<file path="src/rtl/alu_share_pkg.sv">
// rtl/alu_share_pkg.sv - shared types for the time-shared ALU controller
// Contents: function-code enum, FSM state enum, requester count.
package alu_share_pkg;

  localparam int NUM_REQ = 2;

  typedef enum logic [1:0] {
    ADD  = 2'd0,
    ORR  = 2'd1,
    ANDR = 2'd2,
    CAT  = 2'd3
  } func_e;

  typedef enum logic [1:0] {
    IDLE = 2'd0,
    EXEC = 2'd1,
    RESP = 2'd2
  } state_e;

endpackage

</file>
<file path="src/rtl/alu_share_ctrl_if.sv">
// rtl/alu_share_ctrl_if.sv - request/result handshake bundle for alu_share_ctrl
// Signals: req0_*/req1_* (valid, ready, a, b, func), result_* (valid, ready,
// data, id), busy; op_count0/op_count1 only when ALU_SHARE_OPCOUNT_EN is defined.
// Modports: master = requesters plus result consumer, slave = controller.
interface alu_share_ctrl_if #(
  parameter int N = 4
);
  logic         req0_valid;
  logic         req0_ready;
  logic [N-1:0] req0_a;
  logic [N-1:0] req0_b;
  logic [1:0]   req0_func;

  logic         req1_valid;
  logic         req1_ready;
  logic [N-1:0] req1_a;
  logic [N-1:0] req1_b;
  logic [1:0]   req1_func;

  logic           result_valid;
  logic           result_ready;
  logic [2*N-1:0] result_data;
  logic           result_id;
  logic           busy;

`ifdef ALU_SHARE_OPCOUNT_EN
  logic [7:0] op_count0;
  logic [7:0] op_count1;

  modport master (
    output req0_valid, req0_a, req0_b, req0_func,
    output req1_valid, req1_a, req1_b, req1_func,
    output result_ready,
    input  req0_ready, req1_ready,
    input  result_valid, result_data, result_id, busy,
    input  op_count0, op_count1
  );

  modport slave (
    input  req0_valid, req0_a, req0_b, req0_func,
    input  req1_valid, req1_a, req1_b, req1_func,
    input  result_ready,
    output req0_ready, req1_ready,
    output result_valid, result_data, result_id, busy,
    output op_count0, op_count1
  );
`else
  modport master (
    output req0_valid, req0_a, req0_b, req0_func,
    output req1_valid, req1_a, req1_b, req1_func,
    output result_ready,
    input  req0_ready, req1_ready,
    input  result_valid, result_data, result_id, busy
  );

  modport slave (
    input  req0_valid, req0_a, req0_b, req0_func,
    input  req1_valid, req1_a, req1_b, req1_func,
    input  result_ready,
    output req0_ready, req1_ready,
    output result_valid, result_data, result_id, busy
  );
`endif

endinterface

</file>
<file path="src/rtl/alu_rr_arb.sv">
// rtl/alu_rr_arb.sv - two-way round-robin grant logic (combinational)
// Ports: req (request bits), ptr (requester holding priority),
//        grant (one-hot, zero when nothing requests), next_ptr (pointer after a grant).
module alu_rr_arb
  import alu_share_pkg::*;
(
  input  logic [NUM_REQ-1:0] req,
  input  logic               ptr,
  output logic [NUM_REQ-1:0] grant,
  output logic               next_ptr
);

  // After any grant the pointer moves to the requester that did not win,
  // so a lone requester also hands priority to the other side.
  always_comb begin
    grant    = '0;
    next_ptr = ptr;
    case (req)
      2'b01: begin
        grant    = 2'b01;
        next_ptr = 1'b1;
      end
      2'b10: begin
        grant    = 2'b10;
        next_ptr = 1'b0;
      end
      2'b11: begin
        grant    = ptr ? 2'b10 : 2'b01;
        next_ptr = ~ptr;
      end
      default: ;
    endcase
  end

endmodule

</file>
<file path="src/rtl/alu_share_ctrl.sv">
// rtl/alu_share_ctrl.sv - two-requester controller time-sharing one N-bit ALU
// Ports: clk, rst (async, active-high), bus (alu_share_ctrl_if.slave).
// Optional: ALU_SHARE_OPCOUNT_EN adds per-requester 8-bit delivered-result counters.
module alu_share_ctrl
  import alu_share_pkg::*;
#(
  parameter int N       = 4,
  parameter bit RR_INIT = 1'b0
) (
  input logic          clk,
  input logic          rst,
  alu_share_ctrl_if.slave bus
);

  state_e         state;
  logic           ptr;
  logic [N-1:0]   a_q;
  logic [N-1:0]   b_q;
  func_e          func_q;
  logic           id_q;
  logic           result_valid;
  logic [2*N-1:0] result_data;
  logic           result_id;
  logic           busy;

  logic [NUM_REQ-1:0] grant;
  logic               next_ptr;
  logic [2*N-1:0]     alu_out;

  alu_rr_arb u_arb (
    .req      ({bus.req1_valid, bus.req0_valid}),
    .ptr      (ptr),
    .grant    (grant),
    .next_ptr (next_ptr)
  );

  // Ready is the only combinational output; gating with rst keeps it low
  // while reset is held even though the state is already IDLE.
  assign bus.req0_ready = (state == IDLE) && grant[0] && !rst;
  assign bus.req1_ready = (state == IDLE) && grant[1] && !rst;

  assign bus.result_valid = result_valid;
  assign bus.result_data  = result_data;
  assign bus.result_id    = result_id;
  assign bus.busy         = busy;

  always_comb begin
    alu_out = '0;
    case (func_q)
      ADD:  alu_out = {{N{1'b0}}, a_q} + {{N{1'b0}}, b_q};
      ORR:  alu_out[0] = (|a_q) | (|b_q);
      ANDR: alu_out[0] = (&a_q) & (&b_q);
      CAT:  alu_out = {a_q, b_q};
      default: alu_out = '0;
    endcase
  end

  always_ff @(posedge clk or posedge rst) begin
    if (rst) begin
      state        <= IDLE;
      ptr          <= RR_INIT;
      a_q          <= '0;
      b_q          <= '0;
      func_q       <= ADD;
      id_q         <= 1'b0;
      result_valid <= 1'b0;
      result_data  <= '0;
      result_id    <= 1'b0;
      busy         <= 1'b0;
    end else begin
      case (state)
        IDLE: begin
          if (|grant) begin
            a_q    <= grant[1] ? bus.req1_a : bus.req0_a;
            b_q    <= grant[1] ? bus.req1_b : bus.req0_b;
            func_q <= func_e'(grant[1] ? bus.req1_func : bus.req0_func);
            id_q   <= grant[1];
            ptr    <= next_ptr;
            busy   <= 1'b1;
            state  <= EXEC;
          end
        end
        EXEC: begin
          result_data  <= alu_out;
          result_id    <= id_q;
          result_valid <= 1'b1;
          state        <= RESP;
        end
        RESP: begin
          // result_data is deliberately left holding the last result.
          if (bus.result_ready) begin
            result_valid <= 1'b0;
            busy         <= 1'b0;
            state        <= IDLE;
          end
        end
        default: begin
          busy  <= 1'b0;
          state <= IDLE;
        end
      endcase
    end
  end

`ifdef ALU_SHARE_OPCOUNT_EN
  logic [7:0] count0;
  logic [7:0] count1;

  always_ff @(posedge clk or posedge rst) begin
    if (rst) begin
      count0 <= '0;
      count1 <= '0;
    end else if (result_valid && bus.result_ready) begin
      if (result_id) count1 <= count1 + 8'd1;
      else           count0 <= count0 + 8'd1;
    end
  end

  assign bus.op_count0 = count0;
  assign bus.op_count1 = count1;
`endif

endmodule
</file>
<file path="src/flat_wrapper.sv">
// flat-port wrapper written by rule: the top's interface ports become plain ports
module alu_share_ctrl_flat import alu_share_pkg::*;
#(
  parameter int N       = 4,
  parameter bit RR_INIT = 1'b0
)
  (clk, rst, bus_req0_valid, bus_req0_a, bus_req0_b, bus_req0_func, bus_req1_valid, bus_req1_a, bus_req1_b, bus_req1_func, bus_result_ready, bus_req0_ready, bus_req1_ready, bus_result_valid, bus_result_data, bus_result_id, bus_busy);
  alu_share_ctrl_if #(.N(N)) bus_i ();
  input logic clk;
  input logic rst;
  input wire logic [$bits(bus_i.req0_valid)-1:0] bus_req0_valid;
  input wire logic [$bits(bus_i.req0_a)-1:0] bus_req0_a;
  input wire logic [$bits(bus_i.req0_b)-1:0] bus_req0_b;
  input wire logic [$bits(bus_i.req0_func)-1:0] bus_req0_func;
  input wire logic [$bits(bus_i.req1_valid)-1:0] bus_req1_valid;
  input wire logic [$bits(bus_i.req1_a)-1:0] bus_req1_a;
  input wire logic [$bits(bus_i.req1_b)-1:0] bus_req1_b;
  input wire logic [$bits(bus_i.req1_func)-1:0] bus_req1_func;
  input wire logic [$bits(bus_i.result_ready)-1:0] bus_result_ready;
  output wire logic [$bits(bus_i.req0_ready)-1:0] bus_req0_ready;
  output wire logic [$bits(bus_i.req1_ready)-1:0] bus_req1_ready;
  output wire logic [$bits(bus_i.result_valid)-1:0] bus_result_valid;
  output wire logic [$bits(bus_i.result_data)-1:0] bus_result_data;
  output wire logic [$bits(bus_i.result_id)-1:0] bus_result_id;
  output wire logic [$bits(bus_i.busy)-1:0] bus_busy;
  assign bus_i.req0_valid = bus_req0_valid;
  assign bus_i.req0_a = bus_req0_a;
  assign bus_i.req0_b = bus_req0_b;
  assign bus_i.req0_func = bus_req0_func;
  assign bus_i.req1_valid = bus_req1_valid;
  assign bus_i.req1_a = bus_req1_a;
  assign bus_i.req1_b = bus_req1_b;
  assign bus_i.req1_func = bus_req1_func;
  assign bus_i.result_ready = bus_result_ready;
  assign bus_req0_ready = bus_i.req0_ready;
  assign bus_req1_ready = bus_i.req1_ready;
  assign bus_result_valid = bus_i.result_valid;
  assign bus_result_data = bus_i.result_data;
  assign bus_result_id = bus_i.result_id;
  assign bus_busy = bus_i.busy;
  alu_share_ctrl #(.N(N), .RR_INIT(RR_INIT)) u_core (.clk(clk), .rst(rst), .bus(bus_i));
endmodule
</file>
<file path="config.mk">
export PLATFORM = sky130hd
export DESIGN_NAME = alu_share_ctrl_flat
export DESIGN_NICKNAME = d
export VERILOG_FILES = /design/src/rtl/alu_share_pkg.sv /design/src/rtl/alu_share_ctrl_if.sv /design/src/rtl/alu_rr_arb.sv /design/src/rtl/alu_share_ctrl.sv /design/src/flat_wrapper.sv
export SDC_FILE = /design/constraint.sdc
export NUM_CORES = 1
export LEC_CHECK = 0
export ABC_AREA = 1
export BUFFER_PORTS_ARGS = -buffer_cell sky130_fd_sc_hd__buf_2
export CORE_MARGIN = 2
export CORE_UTILIZATION = 45
export CTS_CLUSTER_SIZE = 16
export DETAILED_ROUTE_END_ITERATION = 16
export GPL_ROUTABILITY_DRIVEN = 0
export PLACE_DENSITY = 0.81
export SYNTH_ARGS = -nofsm -noshare
export SYNTH_HDL_FRONTEND = slang
export SYNTH_SLANG_ARGS = --single-unit
</file>
<file path="constraint.sdc">
create_clock -name clk -period 1.5 [get_ports clk]
set_input_delay 0.15 -clock clk [delete_from_list [all_inputs] [get_ports clk]]
set_output_delay 0.15 -clock clk [all_outputs]
set_load 0.01 [all_outputs]
</file>
* Word-level counts from Yosys, hierarchy flattened
Index checks and enable logic that the tools add are counted.
** Storage, ports and cells
- Register bits :: 25
- Input bits :: 25
** Operators by class
- Add/subtract/negate cells :: 1
- Equal/unequal tests :: 10
- Muxes and demuxes :: 15
- Bitwise logic cells :: 4
- Reductions and logical operators :: 19
** Operator list (number)
- 7-bit one-hot mux with 2 select lines :: 1
- 2-bit one-hot mux with 3 select lines :: 2
- 2-bit == test (second input constant) :: 5
- 2-bit 2-to-1 mux :: 4
- 4-bit 2-to-1 mux :: 2
- 4-bit AND reduction :: 2
- 4-bit OR reduction :: 2
- 2-bit by 1-bit == test with 1-bit output (second input constant) :: 3
- 1-bit one-hot mux with 3 select lines :: 2
- 2-bit AND reduction :: 3
- 3-bit AND reduction :: 2
- 4-bit by 4-bit adder with 5-bit output :: 1
- 1-bit logical AND :: 4
- 2-bit logical NOT :: 2
- 2-bit != test (second input constant) :: 2
- 1-bit one-hot mux with 4 select lines :: 1
- 3-bit nonzero test :: 1
- 1-bit 2-to-1 mux :: 2
- 1-bit NOT :: 2
- 1-bit one-hot mux with 2 select lines :: 1
- 2-bit nonzero test :: 1
- 2-bit OR reduction :: 1
- 1-bit AND :: 1
- 1-bit logical NOT :: 1
- 1-bit OR :: 1

* Longest topological paths before layout
- Depth in word-level cells :: 5
- Mapped depth :: 10
- Depth with buffers taken out :: 10

* Cells and area by module
Synthesis repeated with hierarchy kept, for this count alone.
** Unflattened totals
- Cells, all modules :: 183
- Area total of the unflattened synthesis :: 1456.4 sq um
** Modules (own cells, without submodules)
- alu_share_ctrl :: times used 1, cells an instance 173, area each 1417.6 sq um, sequential area each 625.6 sq um
- alu_rr_arb :: times used 1, cells an instance 10, area each 38.8 sq um, sequential area each 0.0 sq um

* Least setup slack after synthesis
Ideal clock, no wire load.
- Kind :: flip-flop to flip-flop
- From :: register u_core.a_q[0]
- To :: register u_core.result_data[2] (netlist: u_core.bus.result_data[2])
- Library setup time :: 121 ps
- Data arrival time :: 1342 ps
- Slack :: 37 ps
- Cell stages (with the launch flop) :: 9
- Buffers on the path :: 0
- Clock period less this slack :: 1463 ps
- Cells stage by stage :: dfrtp_1 -> ha_1 -> inv_1 -> fa_1 -> inv_1 -> nand2_1 -> nand2_1 -> o22ai_1 -> a22o_1
** Between the ends
- Longest elaborated chain between the ends :: 2
** Ends and longest elaborated chain
- start: declaration :: line alu_share_ctrl.sv:17 : logic [N-1:0] a_q;
- start signal: assignment :: line alu_share_ctrl.sv:74 : a_q <= grant[1] ? bus.req1_a : bus.req0_a;
- 4-bit by 4-bit adder with 5-bit output :: line alu_share_ctrl.sv:50 : ADD: alu_out = {{N{1'b0}}, a_q} + {{N{1'b0}}, b_q};
- 7-bit one-hot mux with 2 select lines :: line alu_share_ctrl.sv:49 : case (func_q)
- end signal: assignment :: line alu_share_ctrl.sv:84 : result_data <= alu_out;
- end: declaration :: line alu_share_ctrl.sv:22 : logic [2*N-1:0] result_data;
Every way passes these cells.
A chain may end at the register's enable or synchronous reset.

* Worst setup path after layout
- From :: register u_core.state[1]
- To :: output bus_req0_ready
** Between the ends
- Longest elaborated chain between the ends :: 3
** Ends and longest elaborated chain
- start: declaration :: line alu_share_ctrl.sv:15 : state_e state;
- start signal: assignment :: line alu_share_ctrl.sv:60 : state <= IDLE;
- start signal: assignment :: line alu_share_ctrl.sv:80 : state <= EXEC;
- start signal: assignment :: line alu_share_ctrl.sv:87 : state <= RESP;
- 2-bit logical NOT :: line alu_share_ctrl.sv:39 : assign bus.req0_ready = (state == IDLE) && grant[0] && !rst;
- 1-bit logical AND (2 in a row) :: line alu_share_ctrl.sv:39
- end: declaration :: line flat_wrapper.sv:20 : output wire logic [$bits(bus_i.req0_ready)-1:0] bus_req0_ready;
Every way passes these cells.

==> results.json <==
{
  "worst_slack_ps": -6.63,
  "crit_chain": "nor2_4, o21ai_4, clkinv_4, nand2_4, nor2_1, buf_2",
  "grt_pass1_vias": 1206,
  "relSlewSlack_pct": 79.6,
  "cts_made_buffers": 3,
  "die_w_um": 61.4,
  "reg2reg_from": "u_core.a_q[0]",
  "syn_area_per_cell_um2": 8.52,
  "cts.path.max_buffers": 2,
  "path_depth": 6,
  "arrival_ps": 1360,
  "hold_class": "input pin to flip-flop",
  "whs_ps": 42.5,
  "leakage_nw": 0.962,
  "power_density_nw_per_um2": 2130,
  "yosysWarnings": 0,
  "synth.top_cell.area_share_pct": 42.2,
  "rsz0062_at_grt": "true",
  "multi_input_area_um2": 767,
  "drive_gt1_share_pct": 40.6,
  "tightest_slew_ps": 307,
  "synthArstFlopShare_pct": 100,
  "dp.cells": 262,
  "finalCriticalPeriod_ps": 1510,
  "die_height_um": 61.4,
  "num_io_pins": 38,
  "dominantRegCellSynth": "dfrtp_1",
  "r2r_slack_ps": 10,
  "synthTopCellsByCount": "56 x nand2_1, 25 x dfrtp_1, 17 x inv_1, 14 x nor2_1",
  "cts-root-buf": "clkbuf_4",
  "maxCapViolCount": 0,
  "yosysSeqAreaShare_pct": 42.2,
  "synth_cell_types": 27,
  "viasPerCell": 4.76,
  "synth_most_common_cell": "nand2_1",
  "ir_drop_v": 0.000971,
  "cpMaxStageDelayCell": "dfrtp_2",
  "area_growth_pct": 26.7,
  "cp.buffers_inverters": 2,
  "synth-seq-cells": 25,
  "outcome": "finished, violations left",
  "fin_nets": 264,
  "synth_edf_count": 0,
  "cts_tree": "yes",
  "post-route-drc-count": 0,
  "r2r_cells": 6,
  "vias": 1300,
  "crit_path_end": "bus_req0_ready",
  "numPortBuffers": 37,
  "num_rows": 20,
  "setup_violations": 1,
  "drt_pass1_iterations": 4,
  "wl_per_cell_um": 11.6,
  "required_ps": 1350,
  "worstSetupEndpointType": "output port",
  "netlist_instances": 174,
  "wirelength_um": 3160,
  "path_max_fanout": 4,
  "instances_no_fill": 273,
  "core_area_um2": 3100,
  "clock.fmax_mhz": 664,
  "finalCritPeriodShare_pct": 100,
  "critPathMaxStageDelay_ps": 470,
  "fin_util_pct": 60.5,
  "fin_setup_tns_ps": -6.63,
  "initial_core_util_pct": 47.8,
  "regToRegEndpoint": "u_core.bus.result_data[1]",
  "yosysTopAreaCell": "dfrtp_1",
  "antenna_found_initial": 0,
  "cpLargestDelayFamily": "flip-flops",
  "syn_nets": 208,
  "nFillCells": 298,
  "seqCellArea_um2": 627,
  "worstSetupPathType": "flip-flop to output port",
  "drtIter0Drc": 71,
  "n_antenna_cell": 0,
  "grt_pass1_wl_um": 5110,
  "grt_max_degree": 26,
  "slew_viol_final": 0,
  "clk_pin_slew_ps": 120,
  "violations": "negative setup slack",
  "track_usage_pct": 18.7,
  "worstSetupStartpoint": "u_core.state[1]",
  "clock-sinks": 25,
  "die-area_um2": 3770,
  "fin_skew_ps": 3.76,
  "finalHoldViolations": 0,
  "cts.htree.levels": 1,
  "post-place-ws_ps": 18.4,
  "clk_latency_ps": 320,
  "grt_overflow_total": 0,
  "yosys-top-cells-area": "dfrtp_1 42%, nand2_1 14%, a31oi_2 6.8%, ha_1 6.8%, inv_1 4.3%",
  "final_antenna_net_count": 0,
  "worst_setup_path_start_kind": "flip-flop",
  "syn_area_um2": 1480,
  "hpwl_um": 2260
}
[per-stage QoR]
stage	total power, mW	cell area (um2)
floorplan	2.80	1480
CTS	3.81	1820
global placement	3.32	1760
detailed placement	3.38	1760
finish	4.00	1880
global route	4.38	1880
[layout by cell type, fill, tap and decap left out, types with 2 or more instances in the layout]
cell,netlist,layout
o21ai_0,4,3
nand2_1,56,54
nor2_1,14,14
nand3_1,6,6
o31ai_2,2,2
ha_2,0,2
o21ai_1,3,4
buf_4,1,17
nand2_2,1,2
dfrtp_1,25,24
inv_1,17,14
inv_2,1,4
a21oi_2,0,2
a21oi_1,6,4
a31oi_1,2,2
clkbuf_4,0,3
ha_1,8,6
a31oi_2,8,8
nor2_4,1,2
nor2_2,8,7
buf_2,0,37
[layer usage]
metal	GRT usage, %	share of wire, %	wire length [um]
met2	29.3	48	1520
met3	1.89	4.2	133
met5	0	0	0
met4	11.9	2.5	79
met1	24.9	45	1430
[area by class of cell]
cell class	instances	area share, %
Multi-Input combinational cell	125	40.8
Sequential cell	25	33.4
Timing Repair Buffer	55	17.2
Inverter	20	4.26
Tap cell	44	2.93
Clock buffer	4	1.40
[logic make-up (layout without fill, tap and decap cells)]
kind of cell	Yosys count	count (layout)	share of synthesized area [%]
DFF	25	25	42.2
and+or+nand+nor	87	87	24.6
AOI/OAI and AO/OA	29	29	16.3
buffers and inverters	24	79	8.78
adders and majority gates	9	9	8.10
[timing repair]
action,in CTS,in global routing
gates cloned,0,0
pin swaps,0,7
hold buffers,1,0
buffers inserted,2,4
endpoints found under the hold margin,25,0
resized for setup,6,11
setup endpoints to repair,3,6
[how the worst min path moves through the flow]
stage / from / endpoint / slack (ps) / depth (start not counted)
final: bus_result_ready / u_core.state[1] / 40 / 2
after global routing: bus_req1_b[2] / u_core.b_q[2] / 70 / 3
after CTS: bus_result_ready / u_core.state[1] / 30 / 2
after detailed placement: rst / u_core.ptr / 230 / 3
after global placement: rst / u_core.ptr / 230 / 3
after floorplan: rst / u_core.a_q[0] / 180 / 1
[flip-flops by register name, indices dropped and copies added, names as in the netlist]
signal	cells
u_core.b_q	4
u_core.bus.result_data	8
u_core.ptr	1
u_core.id_q	1
u_core.bus.result_id	1
u_core.state	2
u_core.bus.busy	1
u_core.a_q	4
u_core.func_q	2
u_core.bus.result_valid	1
[report_power, final]
group | internal, mW | switching (mW)
logic | 1.10 | 1.40
clock network | 0.104 | 0.196
registers | 0.992 | 0.211
Power figures use the tool's default switching activity.
